<file path="config.mk">
export PLATFORM = sky130hd
export DESIGN_NAME = dense_layer_seq_flat
export DESIGN_NICKNAME = d
export VERILOG_FILES = /design/src/rtl/dense_layer_seq_if.sv /design/src/rtl/dense_layer_seq.sv /design/src/flat_wrapper.sv
export SDC_FILE = /design/constraint.sdc
export NUM_CORES = 1
export LEC_CHECK = 0
export CORE_ASPECT_RATIO = 1.2
export CORE_UTILIZATION = 57
export CTS_CLUSTER_DIAMETER = 200
export CTS_CLUSTER_SIZE = 25
export DETAILED_ROUTE_END_ITERATION = 10
export PLACE_DENSITY = 0.78
export SLEW_MARGIN = 0
export SYNTH_ARGS = -nofsm -noshare
export SYNTH_HDL_FRONTEND = slang
export SYNTH_SLANG_ARGS = --single-unit
</file>
<file path="constraint.sdc">
create_clock -name clk -period 8 [get_ports clk]
set_clock_uncertainty 0.15 [all_clocks]
set_input_delay 2 -clock clk [delete_from_list [all_inputs] [get_ports clk]]
set_output_delay 2 -clock clk [all_outputs]
set_load 0.02 [all_outputs]
</file>
<file path="src/rtl/dense_layer_seq_if.sv">
// Host-side bus of the dense layer sequencer: run control, input vector,
// coefficient write port and the layer results.
interface dense_layer_seq_if #(
   parameter int N           = 16,
   parameter int NUM_INPUTS  = 2,
   parameter int NUM_NEURONS = 1
);
   localparam int NC = NUM_NEURONS * (NUM_INPUTS + 1);
   localparam int AW = (NC > 1) ? $clog2(NC) : 1;

   logic                        fire;
   logic [NUM_INPUTS*N-1:0]     data_in;
   logic                        cfg_we;
   logic [AW-1:0]               cfg_addr;
   logic [N-1:0]                cfg_wdata;
   logic [NUM_NEURONS*N-1:0]    data_out;
   logic                        done;
   logic                        busy;
   logic                        overflow;

   modport master (
      output fire, data_in, cfg_we, cfg_addr, cfg_wdata,
      input  data_out, done, busy, overflow
   );

   modport slave (
      input  fire, data_in, cfg_we, cfg_addr, cfg_wdata,
      output data_out, done, busy, overflow
   );
endinterface

</file>
<file path="src/rtl/dense_layer_seq.sv">
// Sequential fully-connected layer: one shared N x N multiplier and one
// accumulator walk every weight of every neuron, then saturate the Q-format
// result into the neuron's output slot.
// Optional ReLU on the saturated result: define DENSE_LAYER_RELU_EN.
//
// state | meaning
// IDLE  | waiting for fire; coefficient writes accepted
// MAC   | acc += x[i] * w[j][i], one input per cycle
// WB    | shift, clamp (and ReLU) acc into data_out slot j; load next bias
// DONE  | one-cycle done pulse, busy still high
module dense_layer_seq #(
   parameter int N           = 16,
   parameter int Q           = 13,
   parameter int NUM_INPUTS  = 2,
   parameter int NUM_NEURONS = 1
) (
   input  logic               clk,
   input  logic               rstn,
   dense_layer_seq_if.slave   bus
);
   localparam int NI   = NUM_INPUTS;
   localparam int NO   = NUM_NEURONS;
   localparam int NC   = NO * (NI + 1);
   localparam int AW   = (NC > 1) ? $clog2(NC) : 1;
   localparam int IW   = (NI > 1) ? $clog2(NI) : 1;
   localparam int JW   = (NO > 1) ? $clog2(NO) : 1;
   localparam int ACCW = 2 * N + $clog2(NI + 1);

   localparam logic signed [ACCW-1:0] SAT_MAX = {{(ACCW-N+1){1'b0}}, {(N-1){1'b1}}};
   localparam logic signed [ACCW-1:0] SAT_MIN = {{(ACCW-N+1){1'b1}}, {(N-1){1'b0}}};

   typedef enum logic [1:0] {S_IDLE, S_MAC, S_WB, S_DONE} state_t;

   state_t                  state;
   logic [IW-1:0]           i_cnt;
   logic [JW-1:0]           j_cnt;
   logic signed [ACCW-1:0]  acc;
   logic signed [N-1:0]     x_reg [NI];
   logic signed [N-1:0]     coef  [NC];
   logic [NO*N-1:0]         data_out_r;
   logic                    done_r;
   logic                    busy_r;
   logic                    ovf_r;

   logic                    cfg_hit;
   logic [AW-1:0]           w_idx;
   logic [AW-1:0]           nb_idx;
   logic signed [N-1:0]     x_cur;
   logic signed [N-1:0]     w_cur;
   logic signed [N-1:0]     b_first;
   logic signed [N-1:0]     b_next;
   logic signed [2*N-1:0]   prod;
   logic signed [ACCW-1:0]  r_full;
   logic signed [N-1:0]     r_sat;
   logic signed [N-1:0]     r_act;
   logic                    sat;

   // Bias in Q format, sign-extended to accumulator width.
   function automatic logic signed [ACCW-1:0] bias_to_acc(input logic signed [N-1:0] b);
      return ACCW'(b) <<< Q;
   endfunction

   // Coefficient addressing, multiplier operand selection and write-back math.
   always_comb begin
      cfg_hit = bus.cfg_we && !busy_r && ((AW+1)'(bus.cfg_addr) < (AW+1)'(NC));
      w_idx   = AW'(j_cnt) * AW'(NI + 1) + AW'(i_cnt);
      // Only consumed when another neuron follows, so it is always in range then.
      nb_idx  = (AW'(j_cnt) + AW'(1)) * AW'(NI + 1) + AW'(NI);
      x_cur   = x_reg[i_cnt];
      w_cur   = coef[w_idx];
      b_next  = coef[nb_idx];
      // A write landing on the same edge as fire must already feed the first bias.
      b_first = (cfg_hit && (bus.cfg_addr == AW'(NI))) ? bus.cfg_wdata : coef[NI];
      prod    = (2*N)'(x_cur) * (2*N)'(w_cur);
      r_full  = acc >>> Q;
      sat     = 1'b0;
      r_sat   = r_full[N-1:0];
      if (r_full > SAT_MAX) begin
         r_sat = {1'b0, {(N-1){1'b1}}};
         sat   = 1'b1;
      end else if (r_full < SAT_MIN) begin
         r_sat = {1'b1, {(N-1){1'b0}}};
         sat   = 1'b1;
      end
`ifdef DENSE_LAYER_RELU_EN
      r_act = r_sat[N-1] ? '0 : r_sat;
`else
      r_act = r_sat;
`endif
   end

   // Coefficient store: writes land only while idle and inside the table.
   always_ff @(posedge clk or negedge rstn) begin
      if (!rstn) begin
         for (int k = 0; k < NC; k++) coef[k] <= '0;
      end else if (cfg_hit) begin
         coef[bus.cfg_addr] <= bus.cfg_wdata;
      end
   end

   // Sequencer: state, counters, accumulator and registered outputs.
   always_ff @(posedge clk or negedge rstn) begin
      if (!rstn) begin
         state      <= S_IDLE;
         i_cnt      <= '0;
         j_cnt      <= '0;
         acc        <= '0;
         data_out_r <= '0;
         done_r     <= 1'b0;
         busy_r     <= 1'b0;
         ovf_r      <= 1'b0;
         for (int k = 0; k < NI; k++) x_reg[k] <= '0;
      end else begin
         done_r <= 1'b0;
         case (state)
            S_IDLE: begin
               if (bus.fire) begin
                  for (int k = 0; k < NI; k++) x_reg[k] <= bus.data_in[k*N +: N];
                  i_cnt  <= '0;
                  j_cnt  <= '0;
                  acc    <= bias_to_acc(b_first);
                  ovf_r  <= 1'b0;
                  busy_r <= 1'b1;
                  state  <= S_MAC;
               end
            end
            S_MAC: begin
               acc <= acc + ACCW'(prod);
               if (i_cnt == IW'(NI - 1)) begin
                  i_cnt <= '0;
                  state <= S_WB;
               end else begin
                  i_cnt <= i_cnt + 1'b1;
               end
            end
            S_WB: begin
               data_out_r[j_cnt*N +: N] <= r_act;
               if (sat) ovf_r <= 1'b1;
               if (j_cnt == JW'(NO - 1)) begin
                  done_r <= 1'b1;
                  state  <= S_DONE;
               end else begin
                  j_cnt <= j_cnt + 1'b1;
                  i_cnt <= '0;
                  acc   <= bias_to_acc(b_next);
                  state <= S_MAC;
               end
            end
            S_DONE: begin
               busy_r <= 1'b0;
               state  <= S_IDLE;
            end
            default: state <= S_IDLE;
         endcase
      end
   end

   assign bus.data_out = data_out_r;
   assign bus.done     = done_r;
   assign bus.busy     = busy_r;
   assign bus.overflow = ovf_r;
endmodule

</file>
<file path="src/flat_wrapper.sv">
// flat-port wrapper written by rule: the top's interface ports become plain ports
module dense_layer_seq_flat 
#(
   parameter int N           = 16,
   parameter int Q           = 13,
   parameter int NUM_INPUTS  = 2,
   parameter int NUM_NEURONS = 1
)
  (clk, rstn, bus_fire, bus_data_in, bus_cfg_we, bus_cfg_addr, bus_cfg_wdata, bus_data_out, bus_done, bus_busy, bus_overflow);
  dense_layer_seq_if #(.N(N), .NUM_INPUTS(NUM_INPUTS), .NUM_NEURONS(NUM_NEURONS)) bus_i ();
  input  logic clk;
  input  logic rstn;
  input wire logic [$bits(bus_i.fire)-1:0] bus_fire;
  input wire logic [$bits(bus_i.data_in)-1:0] bus_data_in;
  input wire logic [$bits(bus_i.cfg_we)-1:0] bus_cfg_we;
  input wire logic [$bits(bus_i.cfg_addr)-1:0] bus_cfg_addr;
  input wire logic [$bits(bus_i.cfg_wdata)-1:0] bus_cfg_wdata;
  output wire logic [$bits(bus_i.data_out)-1:0] bus_data_out;
  output wire logic [$bits(bus_i.done)-1:0] bus_done;
  output wire logic [$bits(bus_i.busy)-1:0] bus_busy;
  output wire logic [$bits(bus_i.overflow)-1:0] bus_overflow;
  assign bus_i.fire = bus_fire;
  assign bus_i.data_in = bus_data_in;
  assign bus_i.cfg_we = bus_cfg_we;
  assign bus_i.cfg_addr = bus_cfg_addr;
  assign bus_i.cfg_wdata = bus_cfg_wdata;
  assign bus_data_out = bus_i.data_out;
  assign bus_done = bus_i.done;
  assign bus_busy = bus_i.busy;
  assign bus_overflow = bus_i.overflow;
  dense_layer_seq #(.N(N), .Q(Q), .NUM_INPUTS(NUM_INPUTS), .NUM_NEURONS(NUM_NEURONS)) u_core (.clk(clk), .rstn(rstn), .bus(bus_i));
endmodule
</file>
==> impl_metrics.py <==
metrics = {
    "setup_path": {
        "crit_path_end": "u_core.acc[33]$_DFFE_PN0P_",
        "worstPathArrival_ns": 7.83,
        "ff2ff_setup_slack_ns": 0.39,
        "r2r_end": "u_core.acc[33]$_DFFE_PN0P_",
        "cp-startpoint": "u_core.i_cnt$_DFFE_PN0P_",
        "type_of_origin_of_the_critical_path": "register",
        "timing.setup.critical_path_class": "reg -> reg",
        "critPathCaptureType": "register",
        "required_ns": 8.22,
        "reg2reg_depth": 22,
        "critical_path_peak_fanout": 29,
        "timing.rr.start": "u_core.i_cnt$_DFFE_PN0P_",
    },
    "finish": {
        "post_route_cells_drive_above_1_share_pct": 11.06,
        "area_growth_pct": 11.24,
        "antenna_cells_inserted": 0,
        "largest_register_ff_count": 48,
        "nNetsFinal": 2243,
    },
    "cts": {
        "postCtsHoldBufs": 0,
        "clkTransAtPathRegs_ns": 0.08,
        "cts-htree-levels": 4,
        "clockBufferDepth": 2,
        "clock_latency_ns": 0.44,
        "cts_bufs_inserted": 17,
        "clkSinkCount": 136,
        "cts_root_buffer": "clkbuf_16",
        "cts_tree": "done",
    },
    "sta": {
        "rsz0062_at_grt": "no",
        "setup_viol": 0,
        "final_hold_viol_count": 0,
        "final.min_clock_period_ns": 7.613,
        "layout_worst_path_cycle_share_pct": 95.16,
        "fin_tns_setup_ns": 0,
        "worst-slew-pin-transition_ns": 1.152,
        "clock.fmax_ghz": 0.1314,
        "maxSlewHeadroom_pct": 22.87,
        "slew_viol_final": 0,
    },
    "outcome": {
        "run_status": "complete, no violations",
    },
    "synthesis": {
        "postSynthRegisterBits": 136,
        "yosysUniqueCellTypes": 60,
        "synth-main-ff-cell": "dfrtp_1",
        "seq_area_frac_synth_pct": 20.01,
        "synth_fp_nets": 2166,
        "synthesis.instances": 1701,
        "synth.yosys.warnings": 0,
        "syn_area_mm2": 0.01701,
        "async_flop_share_pct": 100.0,
        "synth.avg_cell_area_um2": 9.998,
        "synth-edff-count": 0,
    },
    "routing": {
        "postRouteAntennaNets": 0,
        "route.final.wire_length_um": 41710,
        "drt-initial-drc-count": 828,
        "first_pass_iters": 7,
        "dr_total_vias": 12190,
        "via_per_inst": 5.600,
        "avgRoutedWirePerCell_um": 19.17,
        "drc": 0,
    },
    "grt": {
        "vias_in_the_first_global_route": 13320,
        "antenna_violations_before_repair": 0,
        "grt_pass1_wl_um": 69590,
        "grt.overflow.total": 0,
        "grt_util_all_layers_pct": 29.99,
        "grt_start_max_net_pins": 72,
    },
    "floorplan": {
        "core_region_area_mm2": 0.02901,
        "die-area_mm2": 0.03053,
        "floorplan.rows": 68,
        "die_w_um": 159.7,
        "floorplan.initialDensity_pct": 58.62,
        "fp.dieH_um": 191.2,
        "io-pin-count": 73,
    },
    "place": {
        "dp_hpwl_um": 33670,
        "routabilityCongestion": 0.9514,
        "numPortBuffers": 72,
    },
    "job": {
        "drv_cap": 0,
    },
    "hold_path": {
        "hold_class": "reg -> reg",
    },
}
-- how the worst min path moves through the flow --
| stage | slack [ns] | cells past startpoint | start | endpoint |
|---|---|---|---|---|
| 2_1_floorplan | 0.31 | 2 | u_core.acc[10]$_DFFE_PN0P_ | u_core.acc[10]$_DFFE_PN0P_ |
| 3_3_place_gp | 0.33 | 2 | u_core.acc[9]$_DFFE_PN0P_ | u_core.acc[9]$_DFFE_PN0P_ |
| 3_5_place_dp | 0.33 | 1 | u_core.coef[3]$_DFFE_PN0P_ | u_core.coef[3]$_DFFE_PN0P_ |
| 4_1_cts | 0.35 | 1 | u_core.coef[3]$_DFFE_PN0P_ | u_core.coef[3]$_DFFE_PN0P_ |
| 5_1_grt | 0.36 | 1 | u_core.coef[25]$_DFFE_PN0P_ | u_core.coef[25]$_DFFE_PN0P_ |
| 6_report | 0.35 | 2 | u_core.acc[10]$_DFFE_PN0P_ | u_core.acc[10]$_DFFE_PN0P_ |
-- per-layer routing --
layer	up-vias	part of all wire (%)	global-route usage (%)	routed length, um
met5	-	0	0	0
met2	479	50	49.97	20700
met3	112	7.1	5.728	2955
li1	5432	-	-	-
met4	0	4.6	14.09	1923
met1	6162	39	37.98	16140
-- cell families (layout without fill, tap and decap cells) --
kind of cell	Yosys count	in the layout	share of synthesized area [%]
AOI/OAI and AO/OA	183	183	6.916
xor gates and xnor gates	37	37	1.906
adders and majority gates	411	411	43.70
buffers and inverters	407	497	9.013
DFF	136	136	20.01
muxes	139	139	9.013
and+or+nand+nor	388	388	9.439
-- cells in the final DEF, fill, tap and decap left out, drive strengths merged, types with 5 or more instances in the layout --
cell / n
a21o: 15
a31oi: 6
nand2: 152
clkinvlp: 5
ha: 106
xnor2: 25
xor2: 12
mux2: 107
clkdlybuf4s50: 71
a22o: 5
nand2b: 8
fa: 305
nor2b: 6
buf: 32
o22ai: 5
clkbuf: 19
nor2: 179
a211oi: 6
nand3: 8
dfrtp: 136
inv: 368
or2: 7
o21ai: 43
a22oi: 6
a21oi: 68
mux2i: 32
nor3: 12
-- Yosys cell counts (all sizes together) (2+ instances only) --
cell,n,share of area (%)
inv,362,8.0
a2111oi,2,0.18
a211oi,6,0.35
a22o,5,0.26
xor2,12,0.62
nor3,12,0.35
a22oi,6,0.26
mux2,107,7.1
nor2b,6,0.22
fa,305,36
a31oi,6,0.26
nor2,179,4.0
nand3,8,0.24
nand2b,8,0.29
o22ai,5,0.18
a21boi,2,0.088
clkbuf,33,0.73
a21o,15,0.66
or2,7,0.26
buf,12,0.29
mux2i,32,1.9
dfrtp,136,20
o31ai,3,0.13
a41oi,2,0.10
o21ai,43,1.3
o21bai,3,0.13
o21a,3,0.13
nand2,152,3.4
o211ai,2,0.088
xnor2,25,1.3
nand4,4,0.15
or3,3,0.11
nor3b,2,0.088
a221oi,3,0.19
nor4bb,2,0.12
a21oi,68,2.0
ha,106,7.8
-- area by class of cell --
type | count | area [um2]
multi-input combinational | 1158 | 12120
inverter | 362 | 1359
clock inverter | 13 | 133.9
tap | 385 | 481.7
sequential | 136 | 3405
fill | 2260 | 10090
clock buffer | 19 | 452.9
timing repair buffer | 103 | 967.2
-- through the flow --
stage               cell area, um2  hold slack, ns  util, %  std cells  worst slack (ns)
floorplan                    17010          0.3063        -       1701            0.4754
global placement             18330          0.3266    63.17       2144            0.4866
detailed placement           18330          0.3317    63.17       2144            0.4513
CTS                          18910          0.3452    65.19       2176            0.4231
global route                 18920          0.3621    65.21       2176           0.06951
finish                       18920          0.3474    65.21       2176            0.3874
-- critical path, cell delays in order, from the launching register on --
cell and delay [ns]:
dfrtp_2 0.74, buf_12 0.28, mux2i_1 0.57, nor2_1 0.14, fa_1 0.52, fa_1 0.57
inv_1 0.06, fa_1 0.51, inv_1 0.05, fa_1 0.48, fa_1 0.55, inv_1 0.06
fa_1 0.54, inv_1 0.04, ha_1 0.35, a21oi_1 0.34, nand2_1 0.11, a211oi_2 0.22
a221oi_2 0.12, or4_4 0.51, o311ai_4 0.10, mux2_4 0.33, a31oi_2 0.16
-- timing repair --
action	in CTS	in global routing
buffers inserted	0	0
gates resized for setup	0	1
endpoints found under the setup margin	0	2
Power is not shown: default switching activity piles up to over one toggle a cycle in this logic, so the estimate is an artifact.
